File: src/rtl/uart_ram_ctrl.sv
// uart_ram_ctrl: ring-buffer byte FIFO controller for the uart_ram simple
// dual-port RAM. Registered RAM write and read ports, a 2-entry output buffer
// that hides the one-cycle RAM read, level/full/empty status and a sticky
// overflow flag.
// Optional feature: define UART_RAM_CTRL_WM_EN to add parameter AFULL_LEVEL
// and the registered afull watermark output.
module uart_ram_ctrl #(
  parameter int unsigned ADDR_WIDTH = 15,
  parameter int unsigned DATA_WIDTH = 8
`ifdef UART_RAM_CTRL_WM_EN
  ,
  parameter int unsigned AFULL_LEVEL = (2 ** ADDR_WIDTH) - 16
`endif
) (
  input  logic                  clk,
  input  logic                  rst_n,
  input  logic                  in_valid,
  input  logic [DATA_WIDTH-1:0] in_data,
  output logic                  in_ready,
  output logic                  out_valid,
  output logic [DATA_WIDTH-1:0] out_data,
  input  logic                  out_ready,
  input  logic                  flush,
  output logic [ADDR_WIDTH:0]   level,
  output logic                  full,
  output logic                  empty,
  output logic                  ovf_err,
  output logic                  ram_wr_en,
  output logic [ADDR_WIDTH-1:0] ram_wr_addr,
  output logic [DATA_WIDTH-1:0] ram_wr_data,
  output logic [ADDR_WIDTH-1:0] ram_rd_addr,
  input  logic [DATA_WIDTH-1:0] ram_rd_data
`ifdef UART_RAM_CTRL_WM_EN
  ,
  output logic                  afull
`endif
);

  localparam logic [ADDR_WIDTH:0]   DEPTH   = {1'b1, {ADDR_WIDTH{1'b0}}};
  localparam logic [ADDR_WIDTH:0]   LVL_ONE = {{ADDR_WIDTH{1'b0}}, 1'b1};
  localparam logic [ADDR_WIDTH-1:0] PTR_ONE = {{(ADDR_WIDTH-1){1'b0}}, 1'b1};

  logic [ADDR_WIDTH-1:0] wr_ptr_q, wr_ptr_d;
  logic [ADDR_WIDTH-1:0] rd_ptr_q, rd_ptr_d;
  logic [ADDR_WIDTH:0]   level_q, level_d;
  logic [ADDR_WIDTH:0]   unfetched_q, unfetched_d;
  logic                  full_q, full_d;
  logic                  empty_q, empty_d;
  logic                  ovf_q, ovf_d;
  logic                  ram_wr_en_q, ram_wr_en_d;
  logic [ADDR_WIDTH-1:0] ram_wr_addr_q, ram_wr_addr_d;
  logic [DATA_WIDTH-1:0] ram_wr_data_q, ram_wr_data_d;
  logic [ADDR_WIDTH-1:0] ram_rd_addr_q, ram_rd_addr_d;
  logic                  inflight_q, inflight_d;
  logic [1:0]            buf_cnt_q, buf_cnt_d;
  logic [DATA_WIDTH-1:0] buf0_q, buf0_d;
  logic [DATA_WIDTH-1:0] buf1_q, buf1_d;

  logic       push;
  logic       pop;
  logic       commit;
  logic       fetch;
  logic [1:0] occ;
  logic [1:0] occ_after;

  assign in_ready    = ~full_q;
  assign out_valid   = (buf_cnt_q != 2'd0);
  assign out_data    = buf0_q;
  assign level       = level_q;
  assign full        = full_q;
  assign empty       = empty_q;
  assign ovf_err     = ovf_q;
  assign ram_wr_en   = ram_wr_en_q;
  assign ram_wr_addr = ram_wr_addr_q;
  assign ram_wr_data = ram_wr_data_q;
  assign ram_rd_addr = ram_rd_addr_q;

  // Handshakes and read-issue decision.
  // The slot freed by a pop at this edge is reused by a fetch at the same
  // edge; without that lookahead two buffer entries cannot sustain 1 byte/cycle.
  always_comb begin
    push      = in_valid & ~full_q;
    pop       = out_valid & out_ready;
    commit    = ram_wr_en_q;
    occ       = buf_cnt_q + {1'b0, inflight_q};
    occ_after = occ - {1'b0, pop};
    fetch     = (unfetched_q != '0) && (occ_after < 2'd2);
  end

  // Pointers, occupancy, status flags and RAM port registers.
  always_comb begin
    wr_ptr_d      = wr_ptr_q;
    rd_ptr_d      = rd_ptr_q;
    level_d       = level_q;
    unfetched_d   = unfetched_q;
    ram_wr_en_d   = push;
    ram_wr_addr_d = ram_wr_addr_q;
    ram_wr_data_d = ram_wr_data_q;
    ram_rd_addr_d = ram_rd_addr_q;
    ovf_d         = ovf_q | (in_valid & full_q);

    if (push) begin
      wr_ptr_d      = wr_ptr_q + PTR_ONE;
      ram_wr_addr_d = wr_ptr_q;
      ram_wr_data_d = in_data;
    end

    if (fetch) begin
      rd_ptr_d      = rd_ptr_q + PTR_ONE;
      ram_rd_addr_d = rd_ptr_q;
    end

    unique case ({push, pop})
      2'b10:   level_d = level_q + LVL_ONE;
      2'b01:   level_d = level_q - LVL_ONE;
      default: level_d = level_q;
    endcase

    unique case ({commit, fetch})
      2'b10:   unfetched_d = unfetched_q + LVL_ONE;
      2'b01:   unfetched_d = unfetched_q - LVL_ONE;
      default: unfetched_d = unfetched_q;
    endcase

    if (flush) begin
      wr_ptr_d      = '0;
      rd_ptr_d      = '0;
      level_d       = '0;
      unfetched_d   = '0;
      ram_wr_en_d   = 1'b0;
      ram_wr_addr_d = ram_wr_addr_q;
      ram_wr_data_d = ram_wr_data_q;
      ram_rd_addr_d = ram_rd_addr_q;
      ovf_d         = 1'b0;
    end

    full_d  = (level_d == DEPTH);
    empty_d = (level_d == '0);
  end

  // Two-entry output buffer fed by the RAM read one cycle after issue.
  always_comb begin
    buf0_d     = buf0_q;
    buf1_d     = buf1_q;
    buf_cnt_d  = buf_cnt_q;
    inflight_d = fetch;

    unique case ({inflight_q, pop})
      2'b10: begin
        if (buf_cnt_q == 2'd0) begin
          buf0_d = ram_rd_data;
        end else begin
          buf1_d = ram_rd_data;
        end
        buf_cnt_d = buf_cnt_q + 2'd1;
      end
      2'b01: begin
        buf0_d    = buf1_q;
        buf_cnt_d = buf_cnt_q - 2'd1;
      end
      2'b11: begin
        if (buf_cnt_q == 2'd1) begin
          buf0_d = ram_rd_data;
        end else begin
          buf0_d = buf1_q;
          buf1_d = ram_rd_data;
        end
      end
      default: begin
        buf_cnt_d = buf_cnt_q;
      end
    endcase

    if (flush) begin
      buf0_d     = '0;
      buf1_d     = '0;
      buf_cnt_d  = '0;
      inflight_d = 1'b0;
    end
  end

  // State registers.
  always_ff @(posedge clk or negedge rst_n) begin
    if (!rst_n) begin
      wr_ptr_q      <= '0;
      rd_ptr_q      <= '0;
      level_q       <= '0;
      unfetched_q   <= '0;
      full_q        <= 1'b0;
      empty_q       <= 1'b1;
      ovf_q         <= 1'b0;
      ram_wr_en_q   <= 1'b0;
      ram_wr_addr_q <= '0;
      ram_wr_data_q <= '0;
      ram_rd_addr_q <= '0;
      inflight_q    <= 1'b0;
      buf_cnt_q     <= '0;
      buf0_q        <= '0;
      buf1_q        <= '0;
    end else begin
      wr_ptr_q      <= wr_ptr_d;
      rd_ptr_q      <= rd_ptr_d;
      level_q       <= level_d;
      unfetched_q   <= unfetched_d;
      full_q        <= full_d;
      empty_q       <= empty_d;
      ovf_q         <= ovf_d;
      ram_wr_en_q   <= ram_wr_en_d;
      ram_wr_addr_q <= ram_wr_addr_d;
      ram_wr_data_q <= ram_wr_data_d;
      ram_rd_addr_q <= ram_rd_addr_d;
      inflight_q    <= inflight_d;
      buf_cnt_q     <= buf_cnt_d;
      buf0_q        <= buf0_d;
      buf1_q        <= buf1_d;
    end
  end

`ifdef UART_RAM_CTRL_WM_EN
  localparam logic [ADDR_WIDTH:0] AFULL_THR = (ADDR_WIDTH + 1)'(AFULL_LEVEL);

  logic afull_q, afull_d;

  assign afull = afull_q;

  // Almost-full watermark, derived from the next level so it tracks level.
  always_comb begin
    afull_d = flush ? 1'b0 : (level_d >= AFULL_THR);
  end

  // Watermark register.
  always_ff @(posedge clk or negedge rst_n) begin
    if (!rst_n) begin
      afull_q <= 1'b0;
    end else begin
      afull_q <= afull_d;
    end
  end
`else
  // Watermark output not built.
`endif

endmodule

File: config.mk
export PLATFORM = sky130hd
export DESIGN_NAME = uart_ram_ctrl
export DESIGN_NICKNAME = d
export VERILOG_FILES = /design/src/rtl/uart_ram_ctrl.sv
export SDC_FILE = /design/constraint.sdc
export NUM_CORES = 1
export LEC_CHECK = 0
export CAP_MARGIN = 10
export CORE_ASPECT_RATIO = 1.5
export CORE_MARGIN = 2
export CORE_UTILIZATION = 35
export DETAILED_ROUTE_END_ITERATION = 8
export GPL_TIMING_DRIVEN = 0
export PLACE_DENSITY_LB_ADDON = 0.05
export SLEW_MARGIN = 30
export SYNTH_ARGS = -nofsm -noshare
export SYNTH_HDL_FRONTEND = slang
export SYNTH_SLANG_ARGS = --single-unit
File: constraint.sdc
create_clock -name clk -period 3.91 [get_ports clk]
set_input_delay 0.5865 -clock clk [delete_from_list [all_inputs] [get_ports clk]]
set_output_delay 0.5865 -clock clk [all_outputs]
set_load 0.02 [all_outputs]
==> out/metrics.cfg, run 1 <==
[run_status]
outcome = complete, no violations

[route]
viasPerCell = 5.47
via_count = 6128
wl_um = 19900
drt_first_pass_iters = 6
ant_nets = 0
drtIter0Drc = 464
wl_per_cell_um = 17.8
drc = 0

[critical_path]
crit_top_cell = o21ai_1
end_kind = flop
crit_end = full$_DFF_PN0_
crit_chain = clkdlybuf4s50_1 -> nor2b_4 -> inv_1 -> nand2_4 -> clkbuf_8 -> xnor2_1 -> ha_2 -> nand2b_1 -> a21o_1 -> a21oi_4 -> o21ai_1 -> a32o_1 -> o21ai_1 -> xor2_1 -> buf_4 -> a31oi_1 -> nor4bb_4
slowest_stage = clkdlybuf4s50_1
critPathRequiredTime_ps = 4200
reg2reg_to = full$_DFF_PN0_
crit_family = compound AO/OA/AOI/OAI gates
arrival_ps = 4050
critical_path_class = primary input to flop
crit_path_max_incr_delay_ps = 490
crit_start = in_valid
cp-start-kind = primary input
reg2reg_from = buf_cnt_q[1]$_DFFE_PN0P_
crit_buf_inv = 4
critPathMaxFanout = 10
r2r_cells = 18
reg2reg_slack_ps = 200
worst-path-stages = 17

[clock_tree]
cts_root_buffer = clkbuf_16
cts_hold_buf = 0
clkTransAtPathRegs_ps = 70
insertion_delay_ps = 430
cts_tree = built
clockBufferDepth = 2
h-tree-depth = 4
clock_sinks = 123
cts-buffers-inserted = 17

[global_route]
antenna_found_initial = 0
grt_pass1_vias = 6049
grt_usage_pct = 19.4
grt_pass1_wl_um = 32100
grt_max_degree = 71
grt-ovfl-total = 0

[cells_and_area]
layout.nets = 881
fill_cells = 1942
area_growth_pct = 30.8
num_antenna_cells = 0
multi_input_comb_area_mm2 = 0.00372
drive_gt1_share_pct = 16.8
final_cell_area_mm2 = 0.00900
seqCellArea_mm2 = 0.00308

[die]
die_h_um = 176
io-pin-count = 89
num_rows = 62
die_x_um = 119
core_area_mm2 = 0.0192
initial_core_util_pct = 35.8
dieArea_mm2 = 0.0208

[placement]
place_area_mm2 = 0.00811
dpl.hpwl_um = 14100
placement.io_buffers = 87
gp_congestion = 0.919

[timing]
fin_skew_ps = 11.5
finalSetupViolCount = 0
finalCritPeriodShare_pct = 96.2
timing.final.crit_period_ps = 3760
fmaxAchievable_mhz = 266
slew_violations = 0
hold_violations = 0
maxSlewHeadroom_pct = 50.9
tightest_slew_ps = 729

[pwr]
vdd_drop_max_mv = 0.333
p_per_area_mw_per_mm2 = 685
cellLeakagePower_nw = 3.80
total_power_w = 0.00617

[synthesis]
avgSynthCellArea_um2 = 9.37
synthTopCellsByCount = dfrtp_1, nor2_1, nand2_1
syn_inst = 735
seq_area_frac_synth_pct = 44.7
syn_area_mm2 = 0.00689
synthTopCellsByArea = dfrtp_1, mux2_2, nor2_1, xor2_1, a21oi_1
synth-main-ff-cell = dfrtp_1
synth_edf_count = 0
synth_area_leader_cell = dfrtp_1
yosysMostFrequentCell = dfrtp_1
yosysWarnings = 0
synth.ff_latch_count = 123
synthesis.nets = 765
ys_types = 69
synth_top_area_share_pct = 44.3
async_reset_ff_share_pct = 100

[run]
cap_violations = 0

[hold_path]
min_path_type = primary input to async pin

==> sequential cells by signal (all words and copies together) (netlist names) <==
name	cells
ram_rd_addr	15
wr_ptr_q	15
unfetched_q	16
buf_cnt_q	2
out_data	8
empty	1
ovf_err	1
ram_wr_data	8
level	16
inflight_q	1
ram_wr_en	1
full	1
buf1_q	8
rd_ptr_q	15
ram_wr_addr	15
==> where the power goes <==
part           leakage [nW]  switching, W  internal (W)
Sequential             1.67      0.000184       0.00148
Clock                 0.287      0.000695      0.000915
Combinational          1.85       0.00167       0.00122
==> metal layers <==
layer / wire, µm / track usage [%] / part of all wire, %
met1: 8070 / 22.7 / 40
met2: 10500 / 34.5 / 53
met3: 868 / 4.29 / 4.4
met4: 512 / 7.54 / 2.6
met5: 0 / 0 / 0
==> stage by stage <==
step	hold slack, ps	TNS (ps)	cells	worst slack [ps]	utilization, %
final	117	0	1120	148	46.8
after global placement	464	-338730	1078	-2730	42.0
after detailed placement	473	-6890	1079	-1260	42.2
after CTS	137	0	1115	3.22	45.9
after floorplan	291	0	735	274	-
after global routing	167	-37.6	1120	-37.6	46.8
==> cell families (layout without fill, tap and decap cells) <==
group | Yosys count | count (layout) | synth area share, %
muxes | 59 | 59 | 9.27
buffers and inverters | 65 | 194 | 4.00
DFF | 123 | 123 | 44.7
xor gates and xnor gates | 50 | 50 | 6.47
AOI/OAI and AO/OA | 156 | 156 | 14.0
and+or+nand+nor | 273 | 273 | 19.9
adders and majority gates | 9 | 9 | 1.64
==> final cells by class <==
type / count / area share [%]
multi-input cells: 547 / 41.3
flip-flops and latches: 123 / 34.2
repair buffers: 98 / 10.9
clock buffers: 17 / 4.72
well taps: 256 / 3.56
plain buffers: 49 / 2.70
clock inverters: 15 / 1.93
inverters: 15 / 0.653
==> layout by cell type (no fill, tap or decap), types with 5 or more instances in the layout <==
cell type        count
nand2b_1             5
o22ai_1              6
clkdlybuf4s50_1     85
a31oi_1              8
clkbuf_1            27
mux2_2              38
dfrtp_1            122
o211ai_1             6
xor2_1              27
nand3_1             18
clkbuf_16           17
and2_1               6
inv_8                7
nor4_1              12
or4_1                5
a21oi_1             42
or3_1               11
and3_1              10
ha_1                 5
buf_1                5
xnor2_1             20
inv_1               12
nor2_1              91
a21o_1               5
nor3_1              15
buf_2                6
buf_4               11
mux2i_1             21
a211oi_1             6
o21ai_0             42
nand4_1             14
nand2_1             54
==> how the worst min path moves through the flow <==
stage                                   end  slack [ps]
detailed placement  out_data[5]$_DFFE_PN0P_         470
CTS                      level[0]$_DFF_PN0_         140
global route        out_data[1]$_DFFE_PN0P_         170
floorplan             buf1_q[0]$_DFFE_PN0P_         290
finish              out_data[6]$_DFFE_PN0P_         120
global placement    out_data[2]$_DFFE_PN0P_         460
==> what timing repair did <==
item	4_1_cts	5_1_grt
pin swaps	2	4
gates resized for setup	26	31
buffers inserted	5	5
endpoints found under the setup margin	7	5
(Power assumes the default switching activity.)
==> inputs of run 2 (changes only) <==
- CORE_UTILIZATION: 35 -> 51
- CTS_CLUSTER_DIAMETER: not set -> 80
==> run 2 against run 1 <==
Compared with the run above: die area decreased by 31%; cell count is 8.6% lower; power fell by 1.4%; final area down 2.3%; maximum frequency shrank 0.55%; clock skew decreased by 0.75 ps; critical path type unchanged; worst setup slack worse by 21 ps; highest routed layer unchanged; largest power group unchanged; critical path depth decreased by 3; first-iteration DRC count is 17% lower; global-route usage is 7.1 points higher.
==> out/metrics.cfg, run 2 (synthesis gave the netlist of run 1 again) <==
[route]
drt_first_pass_iters = 5  ; was 6
wl_met1_um = 7590  ; was 8070 µm
dr_wl_met3_um = 980  ; was 868 µm
viasPerCell = 6.05  ; was 5.47
ant_nets = 0  ; unchanged
drc = 0  ; unchanged
dr_wl_met2_um = 9860  ; was 10500 µm
wl_per_cell_um = 18.6  ; was 17.8 µm
top_layer = met4  ; unchanged
via_count = 6199  ; was 6128
drtIter0Drc = 385  ; was 464
wl_um = 19100  ; was 19900 µm

[die]
initial_core_util_pct = 51.6  ; was 35.8%
die_h_um = 146  ; was 176 µm
io-pin-count = 89  ; unchanged
num_rows = 52  ; was 62
core_area_mm2 = 0.0133  ; was 0.0192 mm²
dieArea_mm2 = 0.0145  ; was 0.0208 mm²
die_x_um = 98.9  ; was 119 µm

[pwr]
p_per_area_mw_per_mm2 = 691  ; was 685 mW/mm²
sequentialPowerShare_pct = 27.5  ; was 27.0%
p_switching_w = 0.00244  ; was 0.00255 W
p_clk_share_pct = 25.9  ; was 26.1%
cellLeakagePower_nw = 3.75  ; was 3.80 nW
comb_power_share_pct = 46.6  ; was 46.9%
internal_power_w = 0.00364  ; was 0.00362 W
swShare_pct = 40.1  ; was 41.4%
vdd_drop_max_mv = 0.387  ; was 0.333 mV

[global_route]
grt_pass1_vias = 6257  ; was 6049
grt_max_degree = 66  ; was 71
grt_usage_pct = 26.5  ; was 19.4%
antenna_found_initial = 0  ; unchanged
grt-ovfl-total = 0  ; unchanged
grt_pass1_wl_um = 31000  ; was 32100 µm

[cells_and_area]
num_antenna_cells = 0  ; unchanged
seqCellArea_mm2 = 0.00308  ; about the same
final_cell_area_mm2 = 0.00880  ; was 0.00900 mm²
final_common_cell = dfrtp_1  ; unchanged
layout.nets = 880  ; was 881
final_cell_mix = dfrtp_1, nor2_1, clkdlybuf4s50_1  ; unchanged
drive_gt1_share_pct = 16.2  ; was 16.8%
fill_cells = 1114  ; was 1942
multi_input_comb_area_mm2 = 0.00366  ; was 0.00372 mm²
area_growth_pct = 27.8  ; was 30.8%

[timing]
maxSlewHeadroom_pct = 56.3  ; was 50.9%
setup_ws_ps = 127  ; was 148 ps
tns_ps = 0  ; unchanged
fin_skew_ps = 10.7  ; was 11.5 ps
timing.final.crit_period_ps = 3780  ; was 3760 ps
hold_violations = 0  ; unchanged
hold_slack_ps = 117  ; about the same
tightest_slew_ps = 649  ; was 729 ps
fmaxAchievable_mhz = 264  ; was 266 MHz
finalSetupViolCount = 0  ; unchanged
finalCritPeriodShare_pct = 96.8  ; was 96.2%
slew_violations = 0  ; unchanged
rsz0062_at_grt = no

[critical_path]
end_kind = flop  ; unchanged
reg2reg_slack_ps = 170  ; was 200 ps
critPathMaxFanout = 10  ; unchanged
slowest_stage = clkdlybuf4s50_1  ; unchanged
arrival_ps = 4100  ; was 4050 ps
crit_top_cell = clkbuf_4  ; was o21ai_1
crit_path_max_incr_delay_ps = 470  ; was 490 ps
cp-start-kind = primary input  ; unchanged
crit_family = buffers and inverters  ; was compound AO/OA/AOI/OAI gates
crit_chain = clkdlybuf4s50_1 -> nor2b_2 -> inv_1 -> buf_2 -> ha_1 -> clkbuf_4 -> clkbuf_4 -> a22o_1 -> o211a_1 -> a211oi_1 -> xor2_1 -> a31oi_1 -> nor4_4 -> nor4bb_2  ; was clkdlybuf4s50_1 -> nor2b_4 -> inv_1 -> nand2_4 -> clkbuf_8 -> xnor2_1 -> ha_2 -> nand2b_1 -> a21o_1 -> a21oi_4 -> o21ai_1 -> a32o_1 -> o21ai_1 -> xor2_1 -> buf_4 -> a31oi_1 -> nor4bb_4
crit_buf_inv = 5  ; was 4
critical_path_class = primary input to flop  ; unchanged
critPathRequiredTime_ps = 4230  ; was 4200 ps

[placement]
dpl.hpwl_um = 13300  ; was 14100 µm
place_area_mm2 = 0.00799  ; was 0.00811 mm²
pre_cts_ws_ps = -1090  ; was -1260 ps
placement.io_buffers = 87  ; unchanged
gp_congestion = 0.945  ; was 0.919

[clock_tree]
clkTransAtPathRegs_ps = 60  ; was 70 ps
insertion_delay_ps = 410  ; was 430 ps
cts-buffers-inserted = 17  ; unchanged
clock_sinks = 123  ; unchanged
h-tree-depth = 4  ; unchanged
cts_tree = built  ; unchanged
cts_hold_buf = 0  ; unchanged
clockBufferDepth = 2  ; unchanged
cts_root_buffer = clkbuf_16  ; unchanged

[run_status]
outcome = complete, no violations  ; unchanged

[run]
cap_violations = 0  ; unchanged

[hold_path]
min_path_type = primary input to async pin  ; unchanged

[run 2: cell count changes in the layout (fill, tap and decap cells not counted), moves of 2 or more]
cell / delta
dfrtp_2: +2
a31oi_2: -2
inv_8: -7
clkinv_4: +2
dfrtp_1: -2
a31oi_1: +2
clkinv_2: +2
[run 2: cell type report]
class                      count  area share [%]
clock buffer                  19            5.15
buffer                        49            2.73
clock inverter                12            1.56
timing repair buffer          97            11.0
sequential                   123            35.0
tap                          162            2.30
inverter                      15           0.640
multi-input combinational    547            41.6
[run 2: final timing paths]
check	startpoint	end	cells past startpoint
min	rst_n	out_data[4]$_DFFE_PN0P_	1
min reg2reg	out_data[0]$_DFFE_PN0P_	out_data[0]$_DFFE_PN0P_	2
max in group asynchronous	rst_n	buf_cnt_q[1]$_DFFE_PN0P_	2
min in group clk	out_data[0]$_DFFE_PN0P_	out_data[0]$_DFFE_PN0P_	2
max reg2reg	buf_cnt_q[1]$_DFFE_PN0P_	full$_DFF_PN0_	15
max	in_valid	full$_DFF_PN0_	14
[run 2: per-layer routing]
metal / GRT usage, % / vias up
li1: - / 2883
met1: 30.8 / 3039
met2: 46.3 / 227
met3: 5.89 / 50
met4: 11.7 / 0
met5: 0 / -
[run 2: power by group through the flow]
stage	clock network [W]	logic (W)	registers (W)
after floorplan	0	0.00172	0.00177
after global placement	0	0.00256	0.00167
after detailed placement	0	0.00260	0.00168
after CTS	0.00160	0.00270	0.00166
after global routing	0.00166	0.00308	0.00169
final	0.00157	0.00284	0.00167
[run 2: timing repair]
| action | 4_1_cts | 5_1_grt |
|---|---|---|
| hold endpoints to repair | 0 | 0 |
| endpoints found under the setup margin | 7 | 6 |
| cloned | 0 | 0 |
| setup buffers | 4 | 5 |
| resized for setup | 26 | 22 |
| pin swaps | 3 | 3 |
[run 2: through the flow]
stage          util, %  cells  total power (W)
6_report          66.0   1024          0.00608
5_1_grt           66.0   1024          0.00644
4_1_cts           65.2   1019          0.00596
3_5_place_dp      59.9    985          0.00428
3_3_place_gp      59.7    984          0.00424
2_1_floorplan        -    735          0.00349
